==> config.mk <==
export PLATFORM = sky130hd
export DESIGN_NAME = trojan_trig_gen
export DESIGN_NICKNAME = d
export VERILOG_FILES = /design/src/rtl/trojan_pkg.sv /design/src/rtl/trojan_payload_mon.sv /design/src/rtl/trojan_trig_gen.sv
export SDC_FILE = /design/constraint.sdc
export NUM_CORES = 1
export LEC_CHECK = 0
export CAP_MARGIN = 40
export CORE_MARGIN = 2
export CORE_UTILIZATION = 51
export CTS_CLUSTER_DIAMETER = 50
export CTS_CLUSTER_SIZE = 10
export DETAILED_ROUTE_END_ITERATION = 7
export PLACE_DENSITY = 0.91
export SYNTH_ARGS = -nofsm -noshare
export SYNTH_HDL_FRONTEND = slang
export SYNTH_SLANG_ARGS = --single-unit
==> constraint.sdc <==
create_clock -name clk -period 2.3 [get_ports clk]
set_input_delay 0.46 -clock clk [delete_from_list [all_inputs] [get_ports clk]]
set_output_delay 0.46 -clock clk [all_outputs]
set_load 0.02 [all_outputs]
==> src/rtl/trojan_pkg.sv <==
// Shared types and constants for the trojan activation harness.
// Latency: n/a (declarations only).
// Backpressure: n/a.
package trojan_pkg;

  localparam int TRIG_W = 32;
  localparam int KEY_W  = 56;
  localparam int CODE_W = 2;
  localparam int BASE_W = TRIG_W - CODE_W;

  localparam logic [CODE_W-1:0] IDLE_CODE = 2'b00;

  typedef enum logic [1:0] {
    IDLE  = 2'd0,
    SEND  = 2'd1,
    GAP   = 2'd2,
    WATCH = 2'd3
  } trig_gen_state_t;

  function automatic logic [TRIG_W-1:0] idle_word(input logic [BASE_W-1:0] base);
    return {base, IDLE_CODE};
  endfunction

endpackage

==> src/rtl/trojan_payload_mon.sv <==
// Payload watcher: latches a baseline, accumulates a sticky changed flag, captures the last sample.
// Latency: changed/payload_cap update on the edge that samples the watch cycle.
// Backpressure: none; clr and watch are single-cycle strobes from the FSM.
module trojan_payload_mon
  import trojan_pkg::*;
#(
  parameter int WATCH_CYC = 4
) (
  input  logic             clk,
  input  logic             rst,
  input  logic             clr,
  input  logic             watch,
  input  logic [KEY_W-1:0] payload,
  output logic             last,
  output logic             changed,
  output logic [KEY_W-1:0] payload_cap
);

  logic [KEY_W-1:0] baseline;
  logic [7:0]       wcnt;

  assign last = (wcnt == 8'(WATCH_CYC - 1));

  always_ff @(posedge clk or negedge rst) begin
    if (!rst) begin
      baseline    <= '0;
      wcnt        <= '0;
      changed     <= 1'b0;
      payload_cap <= '0;
    end else if (clr) begin
      baseline <= payload;
      wcnt     <= '0;
      changed  <= 1'b0;
    end else if (watch) begin
      // full-width compare; any bit flip in the window sets the sticky flag
      changed <= changed | (payload != baseline);
      if (last) begin
        payload_cap <= payload;
        wcnt        <= '0;
      end else begin
        wcnt <= wcnt + 8'd1;
      end
    end
  end

endmodule

==> src/rtl/trojan_trig_gen.sv <==
// Replays a 2-bit activation code sequence on trigger, then watches payload; gap insertion under TROJAN_TRIG_GAP_EN.
// Latency: code 0 one cycle after start; done SEQ_LEN + WATCH_CYC (+ (SEQ_LEN-1)*gap) cycles after start.
// Backpressure: start ignored while busy; abort wins over everything and suppresses done.
module trojan_trig_gen
  import trojan_pkg::*;
#(
  parameter int SEQ_LEN   = 3,
  parameter int WATCH_CYC = 4
) (
  input  logic                    clk,
  input  logic                    rst,
  input  logic                    start,
  input  logic                    abort,
  input  logic [BASE_W-1:0]       trig_base,
  input  logic [CODE_W*SEQ_LEN-1:0] seq,
  input  logic [3:0]              gap,
  input  logic [KEY_W-1:0]        payload,
  output logic [TRIG_W-1:0]       trigger,
  output logic                    busy,
  output logic                    done,
  output logic                    changed,
  output logic [KEY_W-1:0]        payload_cap
);

  localparam int IDX_W = $clog2(SEQ_LEN + 1);

  trig_gen_state_t             state;
  logic [IDX_W-1:0]            idx;
  logic [BASE_W-1:0]           base_q;
  logic [CODE_W*SEQ_LEN-1:0]   seq_q;
  logic [CODE_W-1:0]           next_code;
  logic                        mon_clr;
  logic                        mon_watch;
  logic                        mon_last;

`ifdef TROJAN_TRIG_GAP_EN
  logic [3:0] gap_q;
  logic [3:0] gcnt;
`else
  logic unused_gap;
  assign unused_gap = ^gap;
`endif

  always_comb begin
    next_code = IDLE_CODE;
    for (int i = 0; i < SEQ_LEN; i++) begin
      if (idx == IDX_W'(i)) next_code = seq_q[CODE_W*i +: CODE_W];
    end
  end

  assign mon_clr   = (state == IDLE)  && start && !abort;
  assign mon_watch = (state == WATCH) && !abort;

  always_ff @(posedge clk or negedge rst) begin
    if (!rst) begin
      state   <= IDLE;
      idx     <= '0;
      base_q  <= '0;
      seq_q   <= '0;
      trigger <= '0;
      busy    <= 1'b0;
      done    <= 1'b0;
`ifdef TROJAN_TRIG_GAP_EN
      gap_q   <= '0;
      gcnt    <= '0;
`endif
    end else begin
      done <= 1'b0;
      if (abort) begin
        state   <= IDLE;
        busy    <= 1'b0;
        trigger <= idle_word(base_q);
      end else begin
        case (state)
          IDLE: begin
            if (start) begin
              base_q  <= trig_base;
              seq_q   <= seq;
`ifdef TROJAN_TRIG_GAP_EN
              gap_q   <= gap;
`endif
              trigger <= {trig_base, seq[CODE_W-1:0]};
              idx     <= IDX_W'(1);
              busy    <= 1'b1;
              state   <= SEND;
            end
          end
          SEND: begin
            if (idx == IDX_W'(SEQ_LEN)) begin
              trigger <= idle_word(base_q);
              state   <= WATCH;
            end
`ifdef TROJAN_TRIG_GAP_EN
            else if (gap_q != 4'd0) begin
              trigger <= idle_word(base_q);
              gcnt    <= gap_q - 4'd1;
              state   <= GAP;
            end
`endif
            else begin
              trigger <= {base_q, next_code};
              idx     <= idx + IDX_W'(1);
            end
          end
`ifdef TROJAN_TRIG_GAP_EN
          GAP: begin
            // the expiring gap cycle itself loads the next code
            if (gcnt == 4'd0) begin
              trigger <= {base_q, next_code};
              idx     <= idx + IDX_W'(1);
              state   <= SEND;
            end else begin
              gcnt <= gcnt - 4'd1;
            end
          end
`endif
          WATCH: begin
            if (mon_last) begin
              done  <= 1'b1;
              busy  <= 1'b0;
              state <= IDLE;
            end
          end
          default: state <= IDLE;
        endcase
      end
    end
  end

  trojan_payload_mon #(
    .WATCH_CYC (WATCH_CYC)
  ) u_mon (
    .clk         (clk),
    .rst         (rst),
    .clr         (mon_clr),
    .watch       (mon_watch),
    .payload     (payload),
    .last        (mon_last),
    .changed     (changed),
    .payload_cap (payload_cap)
  );

endmodule

==> out/metrics.yaml, run 1 <==
async_flop_share_pct: 100.0
hp-class: "in2async"
startpoint_type: "flip-flop"
grt_max_degree: 73
diodes: 0
maxCapViolCount: 0
cp_cell_sequence: "or4_1, or4_4, buf_12, mux2_4"
ys.flop_type: "dfrtp_1"
cp_max_fo: 56
cp.arrival_ns: 2.47
yosysSeqAreaShare_pct: 56.88
postCtsSetupBuffers: 0
rsz0062_at_grt: "false"
layout-drive-gt1-share_pct: 25.06
top_level_ports: 191
final-hold-violation-count: 0
place_congestion: 0.7948
synth-edff-count: 0
grt_antenna_before_repair: 0
cp-end-kind: "flip-flop"
cts-resized-gates: 0
wl_met1_um: 7962
layoutNonFillerInstCount: 1070
area_growth_syn_to_layout_pct: 34.86
worst_ep_required_time_ns: 2.60
path_class: "reg2reg"
row_count: 47
finClkSkew_ns: 0.01041
finalHoldWorstSlack_ns: 0.03784
drc: 0
placed_cells: 1038
fmax_mhz: 462.0
critical_path.top_delay_family: "simple AND/OR/NAND/NOR gates"
grt_overflow_total: 0
grt_pass1_wl_um: 31220
avgRoutedWirePerCell_um: 17.70
power_w: 0.01005
top_layer_used: "met4"
cts_max_path_buffers: 2
root_buffer: "clkbuf_16"
cts_made_buffers: 17
clk_pin_slew_ns: 0.07
maxSlewViolCount: 0
dp_hpwl_um: 13390
dr.pass1.iters: 4
finalSetupTns_ns: 0
synth_cells: 631
worst-path-buf-inv: 1
leakagePower_nw: 5.085
clock_latency_ns: 0.42
worst-r2r-cell-count: 4
final_area_mm2: 0.01157
cts_tree: "built"
worst_slew_pin_slew_ns: 0.6325
viasPerCell: 5.313
setup_viol: 0
ant_nets: 0
dieArea_mm2: 0.01787
layout.nets: 942
yosys.cell_types.count: 34
max_stage_delay_ns: 0.54
coreArea_mm2: 0.01652
die_h_um: 133.7
status: "finished clean"
yosysWarningCount: 0
synth_nets: 736
period_needed_ns: 2.164
vias: 5685
synthesis.area_mm2: 0.008578
dpl_cell_area_mm2: 0.01091
grt_usage_pct: 22.23
cts_sinks: 195
cts_hold_buf: 0
die_w_um: 133.7
irDropWorstVdd_mv: 0.4968
wl_um: 18930
p_per_area_mw_per_mm2: 869.0
ys_seq_elements: 195
critPathSlowestCell: "or4_1"
synth_area_per_cell_um2: 13.59
htreeDepth: 4
port_buffers: 186
initial_utilization_pct: 51.91
relSlewSlack_pct: 57.84
drt_iter0_markers: 338
cp.depth: 4
finalCritPeriodShare_pct: 94.10
wl_met2_um: 9809
grt_pass1_vias: 6102
dr_wl_met3_um: 655
[cells by family after synthesis]
group | after synthesis | share of synthesized area, %
AOI/OAI and AO/OA | 62 | 3.938
xor gates and xnor gates | 58 | 5.922
muxes | 180 | 24.91
DFF | 195 | 56.88
buffers and inverters | 37 | 2.246
and+or+nand+nor | 94 | 5.368
adders and majority gates | 5 | 0.7293
[where the power goes]
part | switching [W] | internal, W
logic | 0.00103 | 0.00124
registers | 0.000421 | 0.00409
clock network | 0.00127 | 0.00200
[cell type report]
cell class | instances | area [µm²]
Clock buffer | 21 | 460.4
Inverter | 9 | 33.78
Fill cell | 1112 | 4956
Timing Repair Buffer | 215 | 2193
Sequential cell | 195 | 4880
Multi-Input combinational cell | 399 | 3530
Tap cell | 220 | 275.3
Clock inverter | 11 | 196.4
[flip-flops by register name, indices dropped and copies added (netlist names), 2 cells and up]
register,count
u_mon.baseline,56
u_mon.payload_cap,56
trigger,32
base_q,30
u_mon.wcnt,8
seq_q,6
idx,2
state,2
[routing by layer]
layer  up-vias  global-route usage [%]
met4         0                   9.161
met3        41                   4.262
met1      2872                   27.70
li1       2640                       -
met2       132                   38.23
met5         -                       0
[per-stage QoR]
stage / setup slack (ns) / utilization [%]
6_report: 0.1356 / 70.01
5_1_grt: 0.09315 / 70.01
4_1_cts: 0.1575 / 70.01
3_5_place_dp: -0.07841 / 66.03
3_3_place_gp: -0.1710 / 65.88
2_1_floorplan: 0.2174 / -
[path summary, 6_finish.rpt]
check	from	end	slack, ns
setup reg to reg	u_mon.wcnt[4]	u_mon.payload_cap[36]	0.14
setup / recovery	u_mon.wcnt[4]	u_mon.payload_cap[36]	0.14
hold reg to reg	trigger[15]	trigger[15]	0.48
hold / removal	rst	u_mon.payload_cap[38]	0.04
min in group clk	trigger[15]	trigger[15]	0.48
max in group asynchronous	rst	seq_q[5]	1.59
[worst reg2reg max path, cell delays in order, from the launching register on]
cell and delay, ns:
dfrtp_1 0.43, or4_1 0.54, or4_4 0.44, buf_12 0.22, mux2_4 0.43
[cells in the mapped netlist (3+ instances only)]
library cell | count | share of area, %
a21oi_1 | 11 | 0.64
and3_1 | 4 | 0.29
buf_2 | 13 | 0.76
buf_6 | 5 | 0.66
clkbuf_1 | 10 | 0.44
dfrtp_1 | 195 | 57
ha_1 | 5 | 0.73
inv_1 | 9 | 0.39
mux2_2 | 108 | 14
mux2_4 | 40 | 7.0
mux2i_1 | 32 | 3.7
nand2_1 | 42 | 1.8
nand2b_1 | 3 | 0.22
nand3_1 | 5 | 0.29
nand4_1 | 6 | 0.44
nor2_1 | 9 | 0.39
nor3_1 | 6 | 0.35
nor4_1 | 12 | 0.88
o21ai_0 | 40 | 2.3
o22ai_1 | 4 | 0.29
xnor2_1 | 19 | 1.9
xor2_1 | 39 | 4.0
[placed cells by master (no fill, tap or decap), types with 3 or more instances in the layout]
cell	instances
dfrtp_1	195
nor2_1	8
nor4_1	12
buf_12	9
nand3_1	5
bufinv_16	5
xor2_1	39
nand2b_1	3
mux2_2	108
mux2i_1	32
a21oi_1	10
clkdlybuf4s50_1	185
clkbuf_16	17
inv_1	9
ha_1	5
nor3_1	5
o22ai_1	4
o21ai_0	40
xnor2_1	19
buf_4	19
and3_1	4
mux2_4	40
nand4_1	6
clkbuf_8	3
nand2_1	42
Power figures use the tool's default switching activity.
==> inputs of run 2 (changes only) <==
- CORE_MARGIN: 2 -> not set
==> out/metrics.yaml, run 2 (synthesized netlist as in run 1, its figures left out) <==
clock_latency_ns: 0.42  # about the same
layout.nets: 937  # -0.53%
grt_antenna_before_repair: 1  # +1
cts_tree: "built"
ant_nets: 0  # unchanged
p_comb_share_pct: 23.2  # +0.6 points
cp_max_fo: 28  # -50%
clk_pin_slew_ns: 0.07  # about the same
final-hold-violation-count: 0  # unchanged
area_growth_syn_to_layout_pct: 33.75
p_seq_share_pct: 46.8  # +1.9 points
drc: 1  # +1
layoutNonFillerInstCount: 1064  # -0.56%
status: "finished with violations"
r2r_slack_ns: 0.10  # -0.04 ns
final_area_mm2: 0.01147  # -0.82%
dr.pass1.iters: 6  # +2
period_needed_ns: 2.200  # +0.03536 ns
startpoint_type: "flip-flop"
dpl_cell_area_mm2: 0.01089  # -0.21%
hp-class: "in2async"
die_w_um: 131.7  # -1.5%
cts_made_buffers: 17  # unchanged
wl_um: 18790  # -0.78%
postCtsSetupBuffers: 0  # unchanged
dp_hpwl_um: 13220  # -1.3%
top_usage_layer: "met2"
p_switching_w: 0.002665  # -2.0%
cts_sinks: 195  # unchanged
finClkSkew_ns: 0.008817  # -0.001596 ns
rsz0062_at_grt: "false"
cts_hold_buf: 0  # unchanged
maxCapViolCount: 0  # unchanged
cp.arrival_ns: 2.51  # +0.04 ns
cp-end-kind: "flip-flop"
met3_usage_pct: 4.552  # +0.29 points
htreeDepth: 4  # unchanged
reg.largest.list: "u_mon.baseline (56), u_mon.payload_cap (56), trigger (32)"
dieArea_mm2: 0.01734  # -3.0%
p_per_area_mw_per_mm2: 841.0  # -3.2%
grt_pass1_vias: 6033  # -1.1%
initial_utilization_pct: 51.91  # unchanged
cts_max_path_buffers: 2  # unchanged
finalCoreUtilization_pct: 69.43  # -0.58 points
irDropWorstVdd_mv: 0.5180  # +4.3%
gr-usage-met2_pct: 38.30  # +0.071 points
finalCritPeriodShare_pct: 95.64  # +1.5 points
placed_cells: 1033  # -0.48%
layout-drive-gt1-share_pct: 24.41  # -0.65 points
root_buffer: "clkbuf_16"
avgRoutedWirePerCell_um: 17.66  # -0.22%
place_congestion: 0.8016  # +0.86%
die_h_um: 131.7  # -1.5%
switching_share_pct: 27.62  # +0.56 points
diodes: 0  # unchanged
relSlewSlack_pct: 67.56  # +9.7 points
fmax_mhz: 454.6  # -1.6%
worst_slew_pin_slew_ns: 0.4828  # -0.1496 ns
grt_max_degree: 63  # -14%
grt_pass1_wl_um: 31410  # +0.62%
final_common_cell: "dfrtp_1"
path_class: "reg2reg"
violations: "design-rule violations"
grt_usage_pct: 23.08  # +0.84 points
setup_viol: 0  # unchanged
clockPowerShare_pct: 30.0  # -2.5 points
fillers: 1135  # +2.1%
port_buffers: 186  # unchanged
final_cell_mix: "dfrtp_1, clkdlybuf4s50_1, mux2_2"
top_level_ports: 191  # unchanged
worst_ep_required_time_ns: 2.61  # about the same
maxSlewViolCount: 0  # unchanged
drt_iter0_markers: 297  # -12%
use_met1_pct: 29.21  # +1.5 points
grt_overflow_total: 0  # unchanged
coreArea_mm2: 0.01652  # unchanged
internal_power_w: 0.006983  # -4.8%
row_count: 47  # unchanged
leakagePower_nw: 5.028  # -1.1%
vias: 5650  # -0.62%
viasPerCell: 5.310  # about the same
-- run 2: changes by cell type in the layout (fill, tap and decap cells not counted), sizes merged --
cell,delta
clkbuf,+2
bufinv,-3
inv,-1
clkinv,+1
buf,-5
-- run 2: stage by stage --
| step | setup TNS [ns] | total power, W | setup WS (ns) | hold WS, ns |
|---|---|---|---|---|
| 2_1_floorplan | 0 | 0.005802 | 0.2174 | 0.1644 |
| 3_3_place_gp | -0.7178 | 0.006685 | -0.03188 | 0.4615 |
| 3_5_place_dp | -1.862 | 0.006810 | -0.09604 | 0.4646 |
| 4_1_cts | 0 | 0.009735 | 0.1396 | 0.01974 |
| 5_1_grt | 0 | 0.01012 | 0.05098 | 0.03110 |
| 6_report | 0 | 0.009649 | 0.1003 | 0.006682 |
-- run 2: timing repair --
action,in CTS,in global routing
gates resized for setup,1,1
hold endpoints to repair,0,0
pin swaps,0,0
setup endpoints to repair,4,1
-- run 2: power groups by stage --
stage | sequential [W] | combinational, W | clock [W]
after detailed placement | 0.00456 | 0.00225 | 0
after global routing | 0.00460 | 0.00245 | 0.00307
after floorplan | 0.00469 | 0.00111 | 0
after global placement | 0.00451 | 0.00217 | 0
after CTS | 0.00452 | 0.00227 | 0.00295
final | 0.00451 | 0.00224 | 0.00290
-- run 2: critical path: stages, from the launching register on --
cell and delay (ns):
dfrtp_1 0.44, or4_1 0.60, or4_4 0.50, buf_12 0.21, mux2_4 0.32
-- run 2: path summary, 6_finish.rpt --
check	depth (start not counted)	endpoint	from
worst max-delay path	4	u_mon.payload_cap[36]	u_mon.wcnt[4]
worst min-delay path	1	trigger[29]	rst
worst max register to register	4	u_mon.payload_cap[36]	u_mon.wcnt[4]
worst min register to register	2	trigger[5]	trigger[5]
max in group asynchronous	2	u_mon.baseline[45]	rst
min in group clk	2	trigger[5]	trigger[5]
-- run 2: layout make-up --
type	count	area, µm²	share of cell area [%]
clock buffer	23	467.9	4.079
clock inverter	8	102.6	0.8942
inverter	9	33.78	0.2944
multi-input combinational	399	3543	30.88
sequential	195	4880	42.53
tap	220	275.3	2.399
timing repair buffer	210	2171	18.92
-- run 2: routing by layer --
layer | share of wire (%) | vias up
met5 | 0.085 | -
met4 | 3.1 | 2
met3 | 3.1 | 48
met2 | 51 | 136
met1 | 43 | 2839
li1 | - | 2625
